$ cat src/rtl/data_memory_bus.sv
// ---------------------------------------------------------------------------
// data_memory_bus
// Data-side memory responder for the single-cycle processor. Serves word
// accesses to a data RAM and to a small peripheral page containing a
// free-running cycle counter and a byte output FIFO that drains through a
// valid/ready port.
//
// Address map (word address = direction[31:2]):
//   0x000 .. 4*DEPTH-1 : RAM
//   0x1000             : CYCLE      (read counter / write loads counter)
//   0x1004             : FIFO_DATA  (write pushes write_data[7:0], reads 0)
//   0x1008             : STATUS     {level[7:4], 0, overflow, empty, full}
//                                   write bit 3 = 1 clears overflow
//   other              : reads 0, writes ignored
//
// Ports:
//   clk         in   1   clock, all state updates on rising edge
//   reset       in   1   asynchronous active-high reset of peripheral state
//   direction   in  32   byte address, bits [1:0] ignored
//   write_data  in  32   store data
//   mem_write   in   1   store strobe
//   read_data   out 32   combinational load data
//   out_data    out  8   FIFO head byte
//   out_valid   out  1   FIFO not empty
//   out_ready   in   1   sink accepts head byte
// ---------------------------------------------------------------------------
module data_memory_bus #(
   parameter int DEPTH      = 64,
   parameter int FIFO_DEPTH = 4
) (
   input  logic        clk,
   input  logic        reset,
   input  logic [31:0] direction,
   input  logic [31:0] write_data,
   input  logic        mem_write,
   output logic [31:0] read_data,
   output logic [7:0]  out_data,
   output logic        out_valid,
   input  logic        out_ready
);

   localparam int RAM_AW = (DEPTH > 1) ? $clog2(DEPTH) : 1;
   localparam int PTR_W  = $clog2(FIFO_DEPTH);
   localparam int LVL_W  = PTR_W + 1;

   localparam logic [29:0] WA_CYCLE  = 30'h400;
   localparam logic [29:0] WA_FIFO   = 30'h401;
   localparam logic [29:0] WA_STATUS = 30'h402;

   logic [31:0] r_mem [DEPTH];
   logic [7:0]  r_fifo [FIFO_DEPTH];
   logic [31:0] r_cycle;
   logic [PTR_W-1:0] r_wptr;
   logic [PTR_W-1:0] r_rptr;
   logic [LVL_W-1:0] r_level;
   logic        r_overflow;

   logic [29:0] w_word;
   logic        w_is_ram;
   logic        w_wr_en;
   logic        w_cycle_wr;
   logic        w_status_wr;
   logic        w_push_req;
   logic        w_push_ok;
   logic        w_pop;
   logic        w_full;
   logic        w_empty;
   logic [3:0]  w_level4;
   logic [31:0] w_status;
   logic        w_unused;

   assign w_word   = direction[31:2];
   assign w_unused = ^direction[1:0];
   assign w_is_ram = (w_word < 30'(DEPTH));

   // Stores are blocked while reset is held so RAM cannot be corrupted by
   // a processor running through reset.
   assign w_wr_en     = mem_write && !reset;
   assign w_cycle_wr  = w_wr_en && (w_word == WA_CYCLE);
   assign w_status_wr = w_wr_en && (w_word == WA_STATUS);
   assign w_push_req  = w_wr_en && (w_word == WA_FIFO);

   assign w_full   = (r_level == LVL_W'(FIFO_DEPTH));
   assign w_empty  = (r_level == '0);
   assign w_pop    = out_valid && out_ready;
   // A pop in the same cycle frees the slot, so a full FIFO still accepts.
   assign w_push_ok = w_push_req && (!w_full || w_pop);

   assign out_valid = !w_empty;
   assign out_data  = r_fifo[r_rptr];

   assign w_level4 = 4'(r_level);
   assign w_status = {24'h0, w_level4, 1'b0, r_overflow, w_empty, w_full};

   always_comb begin
      read_data = 32'h0;
      if (w_is_ram) begin
         read_data = r_mem[w_word[RAM_AW-1:0]];
      end else if (w_word == WA_CYCLE) begin
         read_data = r_cycle;
      end else if (w_word == WA_STATUS) begin
         read_data = w_status;
      end
   end

   // RAM contents survive reset.
   always_ff @(posedge clk) begin
      if (w_wr_en && w_is_ram) begin
         r_mem[w_word[RAM_AW-1:0]] <= write_data;
      end
   end

   // FIFO storage needs no reset: entries are only visible when level != 0.
   always_ff @(posedge clk) begin
      if (w_push_ok) begin
         r_fifo[r_wptr] <= write_data[7:0];
      end
   end

   always_ff @(posedge clk or posedge reset) begin
      if (reset) begin
         r_cycle    <= 32'h0;
         r_wptr     <= '0;
         r_rptr     <= '0;
         r_level    <= '0;
         r_overflow <= 1'b0;
      end else begin
         if (w_cycle_wr) begin
            r_cycle <= write_data;
         end else begin
            r_cycle <= r_cycle + 32'd1;
         end

         if (w_push_ok) begin
            r_wptr <= r_wptr + 1'b1;
         end
         if (w_pop) begin
            r_rptr <= r_rptr + 1'b1;
         end

         if (w_push_ok && !w_pop) begin
            r_level <= r_level + 1'b1;
         end else if (!w_push_ok && w_pop) begin
            r_level <= r_level - 1'b1;
         end

         if (w_push_req && !w_push_ok) begin
            r_overflow <= 1'b1;
         end else if (w_status_wr && write_data[3]) begin
            r_overflow <= 1'b0;
         end
      end
   end

endmodule

$ cat config.mk
export PLATFORM = sky130hd
export DESIGN_NAME = data_memory_bus
export DESIGN_NICKNAME = d
export VERILOG_FILES = /design/src/rtl/data_memory_bus.sv
export SDC_FILE = /design/constraint.sdc
export NUM_CORES = 2
export LEC_CHECK = 0
export CORE_AREA = 2 2 410 412
export DETAILED_ROUTE_END_ITERATION = 16
export DIE_AREA = 0 0 412 414
export PLACE_DENSITY = 0.64
export SYNTH_ARGS = -nofsm -noshare
export SYNTH_HDL_FRONTEND = slang
export SYNTH_SLANG_ARGS = --single-unit
export TNS_END_PERCENT = 100
$ cat constraint.sdc
create_clock -name clk -period 4.5 [get_ports clk]
set_input_delay 1.125 -clock clk [delete_from_list [all_inputs] [get_ports clk]]
set_output_delay 1.125 -clock clk [all_outputs]
set_load 0.005 [all_outputs]
# Yosys cells after proc, flatten, opt, wreduce, memory -nomap -nowiden
# Memories as Yosys holds them, arrays and structs flattened.
# Cells that the tools add are included.
# totals
ff_bits	40
mem_bits_rw	2080
input_bits	68
out_inout_bits	41
n_memories	2
# classes
n_addsub	5
n_lt_le_gt_ge	1
eq_ne	4
mux	12
n_reduce_logical	20
# mem_list
name	depth	word_bits	rd	rd_clocked_by_memory_dff	write_ports	line	text
r_mem	64	32	1	0	1	50	logic [31:0] r_mem [DEPTH];
r_fifo	4	8	1	0	1	51	logic [7:0] r_fifo [FIFO_DEPTH];
# op_table
op	count
32-bit 2-to-1 mux	3
30-bit by 11-bit == test with 1-bit output (second input constant)	3
32-bit by 1-bit adder with 32-bit output (second input constant)	1
30-bit by 7-bit < comparator with 1-bit output (second input constant)	1
1-bit logical AND	11
7-bit 2-to-1 mux	1
1-bit 2-to-1 mux	6
3-bit 2-to-1 mux	2
1-bit zero test	5
2-bit by 1-bit adder with 2-bit output (second input constant)	2
2-bit nonzero test	2
3-bit by 1-bit adder with 3-bit output (second input constant)	1
3-bit == test (second input constant)	1
3-bit zero test	1
3-bit by 1-bit subtractor with 3-bit output (second input constant)	1
1-bit logical OR	1

# Depth between registers and ports, before layout
# logic_depth
ltp_word	9
mapped_depth	13

# Least setup slack after synthesis
# Ideal clock, no wire load.
# synth_timing
path_kind	input to register
startpoint	input port reset
endpoint	memory r_mem[15][0] (enable)
setup_ns	0.421
arrival_time_ns	4.284
t_required_ns	4.079
path_slack_ns	-0.205
path_stages	5
n_path_buf	1
cell_sequence	inv_1 > nand2_1 > or4b_1 > clkbuf_1 > nor2_1
# synth_via
elab_chain_cells	5
# synth_lines
element	line	text
from (decl)	32	input logic reset,
1-bit zero test (no source line)	n/a	
1-bit logical AND	78	assign w_wr_en = mem_write && !reset;
1-bit logical AND	108	if (w_wr_en && w_is_ram) begin
1-bit 2-to-1 mux	108	
1-bit 2-to-1 mux (not written as such)	109	r_mem[w_word[RAM_AW-1:0]] <= write_data;
to (decl)	50	
# No other way between the ends.

# Worst setup path in the final report
# layout_timing
startpoint	input port direction[3]
endpoint	output port read_data[28]
# layout_via
elab_chain_cells	3
# layout_lines
element	line	text
from (decl)	33	input logic [31:0] direction,
branches (longest 2 deep; another with 30-bit by 7-bit < comparator with 1-bit output)	n/a	
32-bit 2-to-1 mux *	97	if (w_is_ram) begin
to (decl)	36	output logic [31:0] read_data,
# Mark *: on every way between the ends.

==> results.py <==
metrics = {
    "synthesis": {
        "synthXorXnorAreaFrac_pct": 0.372,
        "syn_area_mm2": 0.0824,
        "yosys.area_share.adder_pct": 0.115,
        "synth_edf_count": 2080,
        "ys_seq_area_share_pct": 77.0,
        "synth_largest_area_cell": "edfxtp_1",
        "avgSynthCellArea_um2": 18.3,
        "synth_top_family_by_area": "multiplexers",
        "ys_ff_latch": 2120,
        "synth_fp_nets": 4574,
        "synthSimpleGateAreaFrac_pct": 2.78,
        "synth_area_leaders": "edfxtp_1, mux4_2, mux2i_1, a22oi_1, a221oi_1",
        "syn_inst": 4499,
        "synth_common_cells": "edfxtp_1, mux2i_1, nor2_1",
        "ys.flop_type": "edfxtp_1",
        "synthArstFlopShare_pct": 1.89,
        "synth_top_cell_area_share_pct": 75.8,
        "yosysWarnings": 0,
        "yosys.cell_count.top_type": "edfxtp_1",
        "synthDistinctLibCells": 74,
        "synth_compound_area_share_pct": 8.41,
        "muxShareOfSynthArea_pct": 9.25,
    },
    "cells_and_area": {
        "stdcell_area_mm2": 0.107,
        "nets": 5684,
        "utilization_pct": 64.5,
        "drive_gt1_share_pct": 37.2,
        "area_growth_pct": 30.0,
    },
    "cts": {
        "clkTransAtPathRegs_ns": 0.06,
        "root_buffer": "clkbuf_16",
        "cts-htree-levels": 4,
        "cts_tree": "done",
        "cts_buffer_depth": 3,
        "ctsHoldBuffers": 0,
        "clk_latency_ns": 0.90,
        "cts_buffers": 207,
        "clock-sinks": 2120,
    },
    "die": {
        "die_w_um": 412,
        "die_y_um": 414,
        "ios": 109,
        "start_util_pct": 49.6,
        "rows": 150,
        "coreArea_mm2": 0.166,
        "die_area_mm2": 0.171,
    },
    "grt": {
        "antenna_found_initial": 21,
        "met2_usage_pct": 49.0,
        "first_global_vias": 48900,
        "gr-total-overflow": 0,
        "grt_use_met1_pct": 47.0,
        "busiest_layer": "met2",
        "grt_start_max_net_pins": 70,
        "grt_use_total_pct": 32.4,
        "grt_first_pass_wirelength_mm": 386,
        "use_met3_pct": 6.89,
    },
    "routing": {
        "wl_mm": 284,
        "num_vias": 52300,
        "wl_per_cell_um": 35.6,
        "viasPerCell": 6.55,
        "drt_iter0_drc": 8822,
        "postRouteAntennaNets": 0,
        "dr.pass1.iters": 14,
        "drc_errors": 1,
    },
    "setup_path": {
        "required_ns": 3.38,
        "regToRegEndpoint": "r_cycle[27]",
        "startpoint_type": "primary input",
        "crit_path_end_kind": "output pin",
        "cp_data_arrival_time_ns": 3.67,
        "critPathBufInv": 5,
        "worst-setup-path-type": "in -> out",
        "ff2ff_path_depth": 7,
        "r2r_slack_ns": 1.69,
        "cp_cell_sequence": "buf_12 -> buf_12 -> buf_6 -> mux2i_2 -> o22ai_1 -> o21ai_1 -> buf_4 -> o211a_1 -> o211ai_1 -> a2111oi_4 -> o21ai_1 -> buf_2",
        "rr_startpoint": "r_cycle[3]",
        "cp_max_fo": 7,
        "crit_cells": 12,
        "cpLargestDelayFamily": "compound AO/OA/AOI/OAI gates",
        "startpoint": "direction[3]",
        "cpPeakStageDelay_ns": 0.60,
        "crit_slowest_cell": "a2111oi_4",
        "critical_path.endpoint": "read_data[28]",
    },
    "timing": {
        "setup_tns_ns": -4.14,
        "hold_violations": 0,
        "rsz0062_at_grt": "true",
        "whs_ns": 0.524,
        "fin_crit_sh_pct": 107,
        "max_freq_ghz": 0.208,
        "tightestPinTransition_ns": 1.30,
        "drv_slew": 0,
        "finalSetupViolCount": 27,
        "setup_ws_ns": -0.300,
        "skew_ns": 0.0184,
        "min_period_ns": 4.80,
        "slew_headroom_pct": 13.4,
    },
    "status": {
        "failed_checks": "design-rule violations, negative setup slack",
        "status": "finished with violations",
    },
    "job": {
        "cap_violations": 0,
    },
    "place": {
        "hpwl_mm": 177,
        "gp_congestion": 0.940,
        "placed_cell_area_mm2": 0.0939,
        "port_buffers": 106,
    },
    "power": {
        "powerDensity_mw_per_mm2": 393,
        "irDropWorstVdd_mv": 0.346,
        "leakagePower_nw": 36.4,
    },
    "min_path": {
        "holdCritPathClass": "reg -> reg",
    },
}
-- flip-flops by register name, summed over array words and instances, names as in the netlist --
name / cells
r_level: 3
r_wptr: 2
r_overflow: 1
r_cycle: 32
r_fifo: 32
r_mem: 2048
r_rptr: 2
-- cells in the final DEF, fill, tap and decap left out, types with 15 or more instances in the layout --
cell / instances
edfxtp_1: 2080
buf_4: 654
mux2i_1: 284
buf_12: 244
clkbuf_16: 221
a22oi_1: 170
mux4_2: 161
a21oi_1: 146
nor2_1: 143
buf_6: 118
nand2_1: 110
a221oi_2: 84
mux2_2: 82
nor2_4: 74
o21ai_0: 71
a221oi_1: 71
o22ai_1: 54
clkinv_1: 53
buf_2: 50
clkbuf_1: 46
dfrtp_1: 40
nand3_1: 37
a22o_1: 37
a22oi_2: 35
o21ai_1: 35
a221o_1: 35
clkinv_2: 35
buf_16: 33
a21oi_2: 30
o21ai_2: 28
buf_8: 23
xor2_1: 22
a221oi_4: 21
o22ai_2: 20
a211oi_1: 16
bufinv_16: 15
clkdlybuf4s50_1: 15
-- cell type report --
type / count / area [um2]
flip-flops and latches: 2120 / 63500
inverters: 8 / 66.3
clock inverters: 121 / 1240
clock buffers: 254 / 5380
well taps: 2204 / 2760
repair buffers: 1197 / 13800
diodes: 4 / 10.0
multi-input cells: 2075 / 20500
fillers: 11200 / 59100
-- cell families (layout without fill, tap and decap cells) --
group	count (synthesis)	in the layout
flip-flops	2120	2120
buffers and inverters	304	1580
adder cells (fa/ha/maj)	7	7
AND/OR/NAND/NOR	506	506
AO/OA/AOI/OAI	978	978
multiplexers	549	549
XOR/XNOR	35	35
other	0	4
-- per-stage QoR --
stage / worst slack, ns / std cells / power (mW)
CTS: -0.314 / 7856 / 41.8
finish: -0.300 / 7983 / 42.1
global placement: -1.45 / 7329 / 24.7
global route: -0.326 / 7980 / 43.0
floorplan: -0.205 / 4499 / 23.1
detailed placement: -1.48 / 7329 / 24.7
-- metal layers --
layer / vias up / routed length, um
met1: 26800 / 106000
met5: - / 89
met4: 14 / 11900
met3: 644 / 37100
li1: 20800 / -
met2: 4011 / 129000
-- how the worst min path moves through the flow --
stage	start	endpoint	slack (ns)	cells past startpoint
after floorplan	r_overflow	r_overflow	0.47	1
after global placement	r_overflow	r_overflow	0.48	1
after detailed placement	r_overflow	r_overflow	0.51	1
after CTS	r_overflow	r_overflow	0.52	1
after global routing	r_overflow	r_overflow	0.53	1
final	r_overflow	r_overflow	0.52	1
-- what timing repair did --
item,4_1_cts,5_1_grt
resized for setup,509,432
cloned,24,13
setup buffers,136,138
endpoints found under the hold margin,0,0
endpoints found under the setup margin,32,32
pin swaps,122,198
-- report_power, final --
part	internal, mW	switching [mW]
registers	21.7	0.000000984
logic	1.43	2.01
clock network	9.39	7.61
(Power assumes the default switching activity.)
